`src/rtl/accl_pair_scheduler.sv`:
```
// Walks every ordered body pair (i, j) for one force pass, drives the body-RAM
// read addresses and tags each pair through a delay line matched to RAM + getAccl latency.
module accl_pair_scheduler #(
  parameter  int N_MAX    = 16,
  parameter  int RD_LAT   = 1,
  parameter  int ACCL_LAT = 123,
  localparam int IDX_W    = $clog2(N_MAX)
) (
  input  logic             clk,
  input  logic             rst,
  input  logic             start,
  input  logic [IDX_W:0]   n_bodies,
  input  logic             hold,
  output logic             busy,
  output logic             done,
  output logic             rd_en,
  output logic [IDX_W-1:0] rd_addr_i,
  output logic [IDX_W-1:0] rd_addr_j,
  output logic             res_valid,
  output logic [IDX_W-1:0] res_idx_i,
  output logic [IDX_W-1:0] res_idx_j,
  output logic             res_first,
  output logic             res_last
);

  localparam int DEPTH = RD_LAT + ACCL_LAT;

  localparam logic [1:0] S_IDLE  = 2'd0;
  localparam logic [1:0] S_ISSUE = 2'd1;
  localparam logic [1:0] S_DRAIN = 2'd2;
  localparam logic [1:0] S_FIN   = 2'd3;

  typedef struct packed {
    logic             valid;
    logic [IDX_W-1:0] i;
    logic [IDX_W-1:0] j;
    logic             first;
    logic             last;
  } tag_t;

  logic [1:0]       state_q, state_d;
  logic [IDX_W-1:0] i_q, i_d;
  logic [IDX_W-1:0] j_q, j_d;
  logic [IDX_W:0]   n_q, n_d;
  tag_t [DEPTH-1:0] line_q, line_d;

  tag_t             tag_in;
  tag_t             tag_out;
  logic             issue;
  logic             last_pair;
  logic [IDX_W-1:0] n_last;
  logic [IDX_W:0]   n_clamp;

  assign n_clamp   = (n_bodies > (IDX_W+1)'(N_MAX)) ? (IDX_W+1)'(N_MAX) : n_bodies;
  assign n_last    = IDX_W'(n_q - (IDX_W+1)'(1));
  assign issue     = (state_q == S_ISSUE) && !hold;
  assign last_pair = (i_q == n_last) && (j_q == n_last);
  assign tag_out   = line_q[DEPTH-1];

  always_comb begin
    state_d = state_q;
    i_d     = i_q;
    j_d     = j_q;
    n_d     = n_q;
    tag_in  = '0;
    case (state_q)
      S_IDLE: begin
        if (start) begin
          n_d     = n_clamp;
          i_d     = '0;
          j_d     = '0;
          state_d = (n_clamp == '0) ? S_FIN : S_ISSUE;
        end
      end
      S_ISSUE: begin
        if (issue) begin
          tag_in = '{valid: 1'b1, i: i_q, j: j_q,
                     first: (j_q == '0), last: (j_q == n_last)};
          if (j_q == n_last) begin
            j_d = '0;
            i_d = i_q + IDX_W'(1);
          end else begin
            j_d = j_q + IDX_W'(1);
          end
          if (last_pair) begin
            i_d     = '0;
            state_d = S_DRAIN;
          end
        end
      end
      S_DRAIN: begin
        // the final pair reaching the line output marks the end of the pass
        if (tag_out.valid && tag_out.last && (tag_out.i == n_last)) state_d = S_FIN;
      end
      S_FIN:   state_d = S_IDLE;
      default: state_d = S_IDLE;
    endcase
    line_d = {line_q[DEPTH-2:0], tag_in};
  end

  always_ff @(posedge clk or negedge rst) begin
    if (!rst) begin
      state_q <= S_IDLE;
      i_q     <= '0;
      j_q     <= '0;
      n_q     <= '0;
      line_q  <= '0;
    end else begin
      state_q <= state_d;
      i_q     <= i_d;
      j_q     <= j_d;
      n_q     <= n_d;
      line_q  <= line_d;
    end
  end

  assign busy      = (state_q != S_IDLE);
  assign done      = (state_q == S_FIN);
  assign rd_en     = issue;
  assign rd_addr_i = i_q;
  assign rd_addr_j = j_q;
  assign res_valid = tag_out.valid;
  assign res_idx_i = tag_out.i;
  assign res_idx_j = tag_out.j;
  assign res_first = tag_out.first;
  assign res_last  = tag_out.last;

endmodule

```
`config.mk`:
```
export PLATFORM = sky130hd
export DESIGN_NAME = accl_pair_scheduler
export DESIGN_NICKNAME = d
export VERILOG_FILES = /design/src/rtl/accl_pair_scheduler.sv
export SDC_FILE = /design/constraint.sdc
export NUM_CORES = 1
export LEC_CHECK = 0
export BUFFER_PORTS_ARGS = -buffer_cell sky130_fd_sc_hd__buf_2
export CORE_MARGIN = 4
export CORE_UTILIZATION = 41
export DETAILED_ROUTE_END_ITERATION = 16
export HOLD_SLACK_MARGIN = 0.15
export PLACE_DENSITY = 0.65
export SYNTH_ARGS = -nofsm -noshare
export SYNTH_HDL_FRONTEND = slang
export SYNTH_SLANG_ARGS = --single-unit
```
`constraint.sdc`:
```
create_clock -name clk -period 2.2 [get_ports clk]
set_clock_uncertainty 0.1 [all_clocks]
set_input_delay 0.11 -clock clk [delete_from_list [all_inputs] [get_ports clk]]
set_output_delay 0.11 -clock clk [all_outputs]
set_load 0.01 [all_outputs]
```
After elaboration in Yosys (flattened, before gate mapping)
Index checks and enable logic that the tools add are counted.
{"block": "classes", "reduce_logical": 14, "addsub": 3, "eq_ne": 11, "mux": 17, "n_lt_le_gt_ge": 1}
{"op": "4-bit two-way mux", "n": 6}
{"op": "11-bit two-way mux", "n": 2}
{"op": "4-bit one-hot mux with 2 select lines", "n": 2}
{"op": "4-bit == test", "n": 3}
{"op": "2-bit two-way mux", "n": 5}
{"op": "4-bit by 1-bit adder with 4-bit output, second input constant", "n": 2}
{"op": "2-bit != test, second input constant", "n": 4}
{"op": "2-bit one-hot mux with 4 select lines", "n": 1}
{"op": "4-bit AND reduction", "n": 2}
{"op": "5-bit greater-than comparator, second input constant", "n": 1}
{"op": "5-bit logical NOT", "n": 1}
{"op": "5-bit two-way mux", "n": 1}
{"op": "2-bit == test, second input constant", "n": 2}
{"op": "1-bit logical AND", "n": 4}
{"op": "4-bit logical NOT", "n": 1}
{"op": "2-bit nonzero test", "n": 2}
{"op": "4-bit by 1-bit subtractor with 4-bit output, second input constant", "n": 1}
{"op": "3-bit by 2-bit != test with 1-bit output, second input constant", "n": 1}
{"op": "3-bit AND reduction", "n": 1}
{"op": "2-bit by 1-bit == test with 1-bit output, second input constant", "n": 1}
{"op": "2-bit logical NOT", "n": 1}
{"op": "2-bit AND reduction", "n": 1}
{"op": "1-bit logical NOT", "n": 1}
{"block": "word_totals", "word_cells": 670, "in_bits": 9, "regBits": 1378}

Depth between registers and ports, before layout
Gate-level depths: netlist (run 1).
{"block": "logic_depth", "ltp_word": 6, "ltp_mapped": 8, "mapped_depth_nobuf": 7}

Worst setup path before layout (run 1)
No wires, ideal clock.
{"block": "synth_path", "path_type": "reg2reg", "from": "register n_q[0]", "to": "register i_q[3], in the netlist rd_addr_i[3]", "path_buffers": 1, "setup_ns": 0.126, "period_less_slack_ns": 2.334, "arrival_ns": 2.108, "path_stages_with_launch": 9, "slack_ns": -0.134, "cell_sequence": "dfrtp_1 -> buf_6 -> inv_1 -> ha_1 -> xor3_1 -> nor3_2 -> a21boi_2 -> or2_2 -> a221o_1"}
{"block": "synth_via", "elab_chain_cells": 6}
{"element": "from (decl)", "line": "44", "source": "logic [IDX_W:0] n_q, n_d;"}
{"element": "from (signal assigned)", "line": "112", "source": "n_q <= n_d;"}
{"element": "4-bit by 1-bit subtractor with 4-bit output (*)", "line": "55", "source": "assign n_last = IDX_W'(n_q - (IDX_W+1)'(1));"}
{"element": "4-bit == test (on tied branches)", "line": "57, 79"}
{"element": "1-bit logical AND", "line": "57", "source": "assign last_pair = (i_q == n_last) && (j_q == n_last);"}
{"element": "4-bit two-way mux", "line": "85", "source": "if (last_pair) begin"}
{"element": "4-bit two-way mux", "line": "76", "source": "if (issue) begin"}
{"element": "4-bit one-hot mux with 2 select lines", "line": "66", "source": "case (state_q)"}
{"element": "to (signal assigned)", "line": "110", "source": "i_q <= i_d;"}
{"element": "to (decl)", "line": "42", "source": "logic [IDX_W-1:0] i_q, i_d;"}
Mark *: on every way between the ends. The rest lies on a longest branch, timed or not. The select of a mux whose other input is x is not followed.
A chain may end at the register's enable or synchronous reset.

Worst setup path in the final report (run 1)
{"block": "layout_path", "from": "register n_q[0]", "to": "register state_q[1]"}
{"block": "layout_via", "elab_chain_cells": 5}
{"element": "4-bit by 1-bit subtractor with 4-bit output (*)", "line": "55"}
{"element": "4-bit == test (on tied branches)", "line": "93, 57"}
{"element": "1-bit logical AND (on tied branches)", "line": "93, 57"}
{"element": "2-bit != test (no source line)"}
{"element": "4-bit AND reduction (no source line) (*)"}
{"element": "to (signal assigned)", "line": "109", "source": "state_q <= state_d;"}
{"element": "to (decl)", "line": "41", "source": "logic [1:0] state_q, state_d;"}
Mark *: on every way between the ends. The rest lies on a longest branch, timed or not.

==> summary.txt, run 1 <==
Drt
  • First-pass DRT Iterations: 4
  • Number of DRC markers in iteration 0: 686
  • Via-to-Cell Ratio: 4.14
  • Wirelength, routed: 49000 microns
  • WL per Instance: 16.7 microns
  • Vias post-DR: 12100
  • Routed Antenna Nets: 0
  • Drt drc: 0

Timing
  • Final worst-path cycle share: 100%
  • Final Slew Violations: 0
  • Final hold vios: 0
  • Slew HR: 66.6%
  • Worst Max-Slew Pin Slew: 501 ps
  • Hold_ws: 227 ps
  • Max Clk Rate: 454 MHz
  • Final setup violation count: 1
  • Setup TNS: -0.464 ps
  • RSZ-0062 raised after global routing: yes
  • Post-layout min period: 2200 ps
  • Fin worst setup slack: -0.464 ps

Yosys
  • Synthesized area: 35300 sq um
  • Warnings, synthesis: 0
  • Mean post-synth cell area: 23.8 sq um
  • Syn Inst Count: 1480
  • Post-synthesis sequential area ratio: 97.8%
  • Netlist cell types: 40
  • Compound-gate portion of the synthesized area: 0.500%
  • Asr flop ratio synth: 100%
  • Largest family of logic cells by synthesized area: simple AND/OR/NAND/NOR gates
  • Mux share of post-synthesis cell area: 0.0603%
  • Yosys reg bits: 1378
  • Xor/xnor share of the synthesized area: 0.440%
  • Syn_nets: 1498
  • Post-synth EDFFs: 0
  • Post-synthesis simple-gate area fraction: 0.727%
  • Post-synth top flop: dfrtp_1
  • Post-Synth Adder-Cell Area: 0.319%

Run status
  • Status: complete, but fails checks
  • Violated checks: negative setup slack

Layout
  • Filler instances: 6633
  • P&R area growth vs syn: 18.0%
  • N_diodes: 0
  • Util after Layout: 48.8%
  • Final instance count without filler cells: 2928
  • Layout cells sized above 1: 16.0%
  • Final net count: 1716

Pwr
  • Leakage Power: 22.1 nW
  • VDD IR max: 0.000626 V
  • PwrDens: 1110 nW/um^2

Clocking
  • Worst-skew pair later-pin latency: 670 ps
  • Root Buffer: clkbuf_16
  • CTS tree: yes
  • Longest Clk Path Bufs: 3
  • Clock transition at path regs: 70 ps
  • H-tree lvl count: 3
  • Inserted Clock Buffers: 116
  • CTS sink count: 1378

Critical path
  • Critical Path RT: 2660 ps
  • Setup CP Type: flop to flop
  • CP Max Fanout: 6
  • Slowest CP cell: o41ai_4
  • Crit-path cells: inv_2, ha_4, xnor2_4, xnor2_2, o41ai_4, and4b_2, mux2i_1
  • Worst path top cell family by delay: compound AO/OA/AOI/OAI gates
  • Buf/Inv on CP: 1
  • Crit. End Element: flop
  • Worst Path Arrival: 2660 ps
  • CP startpoint kind: flop
  • Crit path largest cell delay: 500 ps

Floorplanning
  • # rows: 107
  • Core area: 85300 sq um
  • Die Ht: 301 microns
  • Initial Utilization: 41.3%
  • IO Pins: 31
  • Die width: 301 microns
  • Die area: 90700 sq um

Placement
  • Cells after DPL: 2699
  • DP HPWL: 20100 microns
  • IO Port Bufs: 30
  • RePlAce Congestion: 0.743

Worst hold path
  • HP Class: flop to flop

Global route
  • GR Overflow Total: 0
  • Largest net degree at the start of global routing: 97
  • GRT Total Usage: 11.5%
  • Vias in the first global route: 14400
  • Antenna violations before repair: 2
  • First-pass GRT wire length: 82200 microns

Run
  • Max-cap violations: 0
==> layout by cell type (no fill, tap or decap), types with 5 or more instances in the layout <==
cell type,instances
inv_1,8
nand2b_1,5
buf_12,21
clkbuf_16,120
o21ai_0,6
xor2_1,5
dlygate4sd3_1,19
clkbuf_1,23
clkbuf_8,20
bufinv_16,9
nand2_1,9
clkinvlp_4,6
xnor2_1,8
buf_2,29
and2_1,8
clkinv_2,20
ha_1,7
dfrtp_1,1378
buf_4,33
==> flip-flops by register name, summed over array words and instances (netlist names), 2 cells and up <==
name,flops
rd_addr_j,4
state_q,2
res_idx_i,4
n_q,4
line_d,1353
res_idx_j,4
rd_addr_i,4
==> what timing repair did <==
action                                 in CTS  in global routing
gates resized for setup                     3                  8
hold buffers                               20                  0
setup endpoints to repair                   7                  6
pin swaps                                   1                  6
endpoints found under the hold margin    1403                  0
buffers inserted                            0                  5
==> stage by stage <==
step	setup slack (ps)	instance area, sq um	power, mW
3_3_place_gp	88.8	37400	26.4
2_1_floorplan	51.3	35300	25.8
6_report	-0.464	41600	46.4
3_5_place_dp	-135	37400	26.4
4_1_cts	-22.2	41500	47.2
5_1_grt	-67.8	41600	48.3
==> cell families after synthesis <==
kind of cell	Yosys count
buffers and inverters	12
XOR/XNOR	16
AND/OR/NAND/NOR	43
AO/OA/AOI/OAI	20
multiplexers	2
adder cells (fa/ha/maj)	9
flip-flops	1378
==> path summary, 6_finish.rpt <==
| path | endpoint | depth (start not counted) | slack [ps] | from |
|---|---|---|---|---|
| min reg2reg | line_d[102]$_DFF_PN0_ | 0 | 230 | line_d[91]$_DFF_PN0_ |
| min | line_d[102]$_DFF_PN0_ | 0 | 230 | line_d[91]$_DFF_PN0_ |
| min in group asynchronous | line_d[1354]$_DFF_PN0_ | 4 | 650 | rst |
| max | state_q[1]$_DFFE_PN0P_ | 7 | -0.5 | n_q[0]$_DFFE_PN0P_ |
| max reg2reg | state_q[1]$_DFFE_PN0P_ | 7 | -0.5 | n_q[0]$_DFFE_PN0P_ |
| max in group asynchronous | line_d[52]$_DFF_PN0_ | 5 | 730 | rst |
==> routing by layer <==
metal | track usage [%] | share of wire, %
met4 | 3.62 | 2.2
met3 | 3.25 | 4.8
met2 | 17.9 | 48
met5 | 0 | 0
met1 | 16.1 | 45
==> cell usage after synthesis (all sizes together) (2+ instances only) <==
| cell type | count | share of area [%] |
|---|---|---|
| nand2b | 5 | 0.089 |
| and3 | 3 | 0.057 |
| nand3 | 2 | 0.028 |
| xnor2 | 10 | 0.25 |
| a22o | 3 | 0.085 |
| nand2 | 9 | 0.096 |
| nor3 | 5 | 0.12 |
| nor2 | 3 | 0.032 |
| ha | 9 | 0.32 |
| o21ai | 7 | 0.099 |
| inv | 10 | 0.11 |
| or2 | 2 | 0.035 |
| xor2 | 5 | 0.12 |
| dfrtp | 1378 | 98 |
| and2 | 8 | 0.14 |
==> power breakdown <==
| group | total [mW] | leakage (nW) | switching, mW | internal [mW] |
|---|---|---|---|---|
| logic | 0.611 | 0.923 | 0.487 | 0.125 |
| clock network | 20.4 | 1.89 | 8.71 | 11.7 |
| registers | 25.3 | 19.3 | 0 | 25.3 |
==> layout make-up <==
class	instances	area, sq um	area share [%]
Sequential cell	1378	34500	82.9
Tap cell	1144	1430	3.44
Multi-Input combinational cell	90	778	1.87
Clock inverter	41	490	1.18
Inverter	10	37.5	0.0903
Timing Repair Buffer	102	1000	2.41
Clock buffer	163	3360	8.09
Note: power is estimated with default switching activity, not from simulation.
==> run 2: changes to the inputs <==
--- a/config.mk
+++ b/config.mk
@@ -7,10 +7,11 @@
 export LEC_CHECK = 0
 export BUFFER_PORTS_ARGS = -buffer_cell sky130_fd_sc_hd__buf_2
 export CORE_MARGIN = 4
-export CORE_UTILIZATION = 41
+export CORE_UTILIZATION = 54
+export CTS_CLUSTER_SIZE = 8
 export DETAILED_ROUTE_END_ITERATION = 16
 export HOLD_SLACK_MARGIN = 0.15
-export PLACE_DENSITY = 0.65
+export PLACE_DENSITY = 0.79
 export SYNTH_ARGS = -nofsm -noshare
 export SYNTH_HDL_FRONTEND = slang
 export SYNTH_SLANG_ARGS = --single-unit
==> run 2 against run 1 <==
  * Global-route usage grew 9.0 points
  * Sequential share of layout area decreased by 1.5 points
  * The flow still finishes with violations (negative setup slack)
  * Total power increased by 12%
  * Critical path depth rose by 1
  * Clock power rose by 26%
  * Worst setup slack got worse by 64 ps
==> summary.txt, run 2 (same netlist as run 1, synthesis figures left out) <==
Critical path
  • Critical Path RT: 2720 ps (was 2660 ps)
  • Slowest CP cell: o41ai_4 (unchanged)
  • R2R depth: 8 (was 7)
  • CP Max Fanout: 5 (was 6)
  • Critical R2R Launch: n_q[1]$_DFFE_PN0P_ (was n_q[0]$_DFFE_PN0P_)
  • Setup CP Type: flop to flop (unchanged)
  • Crit. End Element: flop (unchanged)
  • CP startpoint kind: flop (unchanged)
  • Worst Path Arrival: 2780 ps (was 2660 ps)
  • Reg2Reg Setup Slack: -60 ps (was -0.5 ps)
  • Crit path largest cell delay: 420 ps (was 500 ps)
  • Reg2Reg Capture Point: state_q[0]$_DFFE_PN0P_ (was state_q[1]$_DFFE_PN0P_)
  • Crit-path cells: inv_2, ha_4, xnor2_4, xnor2_2, o41ai_4, buf_4, nand3b_1, o32a_1 (was inv_2, ha_4, xnor2_4, xnor2_2, o41ai_4, and4b_2, mux2i_1)

Timing
  • RSZ-0062 raised after global routing: yes (unchanged)
  • Max Clk Rate: 442 MHz (was 454 MHz)
  • Slew HR: 67.4% (was 66.6%)
  • Worst Max-Slew Pin Slew: 488 ps (was 501 ps)
  • Final Slew Violations: 0 (unchanged)
  • Post-layout min period: 2260 ps (was 2200 ps)
  • Final setup violation count: 6 (was 1)
  • Final hold vios: 0 (unchanged)
  • Fin worst setup slack: -64.3 ps (was -0.464 ps)
  • Final worst-path cycle share: 103% (was 100%)

Floorplanning
  • Die Ht: 264 microns (was 301 microns)
  • # rows: 93 (was 107)
  • Initial Utilization: 54.6% (was 41.3%)
  • Die width: 264 microns (was 301 microns)
  • IO Pins: 31 (unchanged)
  • Core area: 64600 sq um (was 85300 sq um)
  • Die area: 69400 sq um (was 90700 sq um)

Pwr
  • Switch share: 21.0% (was 19.8%)
  • VDD IR max: 0.000752 V (was 0.000626 V)
  • Switching power: 10.9 mW (was 9.20 mW)
  • Leakage Power: 22.6 nW (was 22.1 nW)
  • Flop pwr share: 49.1% (was 54.7%)
  • Comb pwr share: 1.2% (was 1.3%)
  • Clock power share: 49.7% (was 44.0%)
  • Internal power consumption: 40.8 mW (was 37.2 mW)
  • PwrDens: 1220 nW/um^2 (was 1110 nW/um^2)

Layout
  • N_diodes: 0 (unchanged)
  • Max FFs per register: 1353 (unchanged)
  • Layout cells sized above 1: 17.4% (was 16.0%)
  • Final net count: 1788 (was 1716)
  • Register area: 34500 sq um (about the same)
  • P&R area growth vs syn: 20.1% (was 18.0%)
  • Final instance count without filler cells: 2639 (was 2928)
  • Multi-input combinational cell area: 821 sq um (was 778 sq um)
  • Commonest non-fill, non-tap cell in the layout: dfrtp_1 (unchanged)
  • Commonest non-fill, non-tap cells in the layout: dfrtp_1, clkbuf_16, buf_4 (unchanged)
  • Util after Layout: 65.6% (was 48.8%)
  • Filler instances: 3757 (was 6633)
  • Finished Cell Area: 42300 sq um (was 41600 sq um)

Global route
  • First-pass GRT wire length: 104000 microns (was 82200 microns)
  • Largest net degree at the start of global routing: 97 (unchanged)
  • Vias in the first global route: 16200 (was 14400)
  • GR Overflow Total: 0 (unchanged)
  • GRT Total Usage: 20.5% (was 11.5%)
  • Antenna violations before repair: 4 (was 2)

Drt
  • Vias post-DR: 12800 (was 12100)
  • First-pass DRT Iterations: 5 (was 4)
  • Routed Antenna Nets: 0 (unchanged)
  • Wirelength, routed: 67000 microns (was 49000 microns)
  • Number of DRC markers in iteration 0: 781 (was 686)
  • Via-to-Cell Ratio: 4.84 (was 4.14)
  • Drt drc: 0 (unchanged)
  • WL per Instance: 25.4 microns (was 16.7 microns)

Run
  • Max-cap violations: 0 (unchanged)

Clocking
  • Worst-skew pair later-pin latency: 750 ps (was 670 ps)
  • H-tree lvl count: 4 (was 3)
  • Longest Clk Path Bufs: 3 (unchanged)
  • Inserted Clock Buffers: 190 (was 116)
  • Root Buffer: clkbuf_16 (unchanged)
  • Clock transition at path regs: 50 ps (was 70 ps)
  • CTS sink count: 1378 (unchanged)
  • CTS tree: yes (unchanged)

Run status
  • Status: complete, but fails checks (unchanged)
  • Violated checks: negative setup slack (unchanged)

Placement
  • Placed Area: 36900 sq um (was 37400 sq um)
  • RePlAce Congestion: 0.775 (was 0.743)
  • IO Port Bufs: 30 (unchanged)
  • Cells after DPL: 2400 (was 2699)
  • DP HPWL: 25100 microns (was 20100 microns)

Worst hold path
  • Hold path depth: 0 (unchanged)
  • HP Class: flop to flop (unchanged)
  • Hold Crit Endpoint: line_d[413]$_DFF_PN0_ (was line_d[102]$_DFF_PN0_)
  • HP Start: line_d[402]$_DFF_PN0_ (was line_d[91]$_DFF_PN0_)
-- run 2: worst max path at each step --
stage / start / end / slack [ps] / depth (start not counted)
after CTS: state_q[1]$_DFFE_PN0P_ / rd_en / 0.5 / 5
after detailed placement: n_q[0]$_DFFE_PN0P_ / rd_addr_i[3]$_DFFE_PN0P_ / -40 / 7
after floorplan: n_q[0]$_DFFE_PN0P_ / rd_addr_i[3]$_DFFE_PN0P_ / 50 / 8
after global placement: n_q[0]$_DFFE_PN0P_ / state_q[1]$_DFFE_PN0P_ / 70 / 7
after global routing: n_q[1]$_DFFE_PN0P_ / state_q[0]$_DFFE_PN0P_ / -130 / 8
final: n_q[1]$_DFFE_PN0P_ / state_q[0]$_DFFE_PN0P_ / -60 / 8
-- run 2: cell type report --
type	instances	area share, %
Timing Repair Buffer	100	2.16
Clock buffer	193	11.4
Multi-Input combinational cell	90	1.94
Clock inverter	13	0.411
Inverter	10	0.0887
Sequential cell	1378	81.5
Tap cell	855	2.53
-- run 2: repair_timing --
| action | CTS | global route |
|---|---|---|
| hold buffers | 23 | 0 |
| setup buffers | 4 | 6 |
| setup endpoints to repair | 7 | 8 |
| pin swaps | 3 | 5 |
| resized for setup | 11 | 9 |
| endpoints found under the hold margin | 1396 | 0 |
-- run 2: stage by stage --
step / power [mW] / TNS (ps) / hold slack (ps) / setup WS, ps
floorplan: 25.8 / 0 / -286 / 51.3
global placement: 26.3 / 0 / 7.07 / 71.7
detailed placement: 26.4 / -56.4 / 14.8 / -40.6
CTS: 52.5 / 0 / 207 / 0.462
global route: 53.7 / -506 / 239 / -126
finish: 51.7 / -189 / 228 / -64.3
-- run 2: power by group through the flow --
| stage | Sequential, mW | Combinational (mW) | Clock (mW) |
|---|---|---|---|
| CTS | 25.4 | 0.640 | 26.4 |
| detailed placement | 25.8 | 0.584 | 0 |
| finish | 25.4 | 0.605 | 25.7 |
| global placement | 25.8 | 0.540 | 0 |
| global route | 25.4 | 0.717 | 27.6 |
| floorplan | 25.8 | 0.00317 | 0 |
-- run 2: per-layer routing --
metal  track usage (%)  vias up  share of wire (%)
li1                  -     5135                  -
met2              36.2      303                 55
met5                 0        -              0.040
met3              5.26      130                4.3
met1              25.0     7198                 38
met4              7.03        4                2.4
-- run 2: worst max-delay path: cells and delay by family, from the launching register on --
family,cells,cell delay [ps]
AO/OA/AOI/OAI,2,740
flip-flops,1,380
XOR/XNOR,2,320
buffers and inverters,2,290
adder cells (fa/ha/maj),1,190
AND/OR/NAND/NOR,1,120
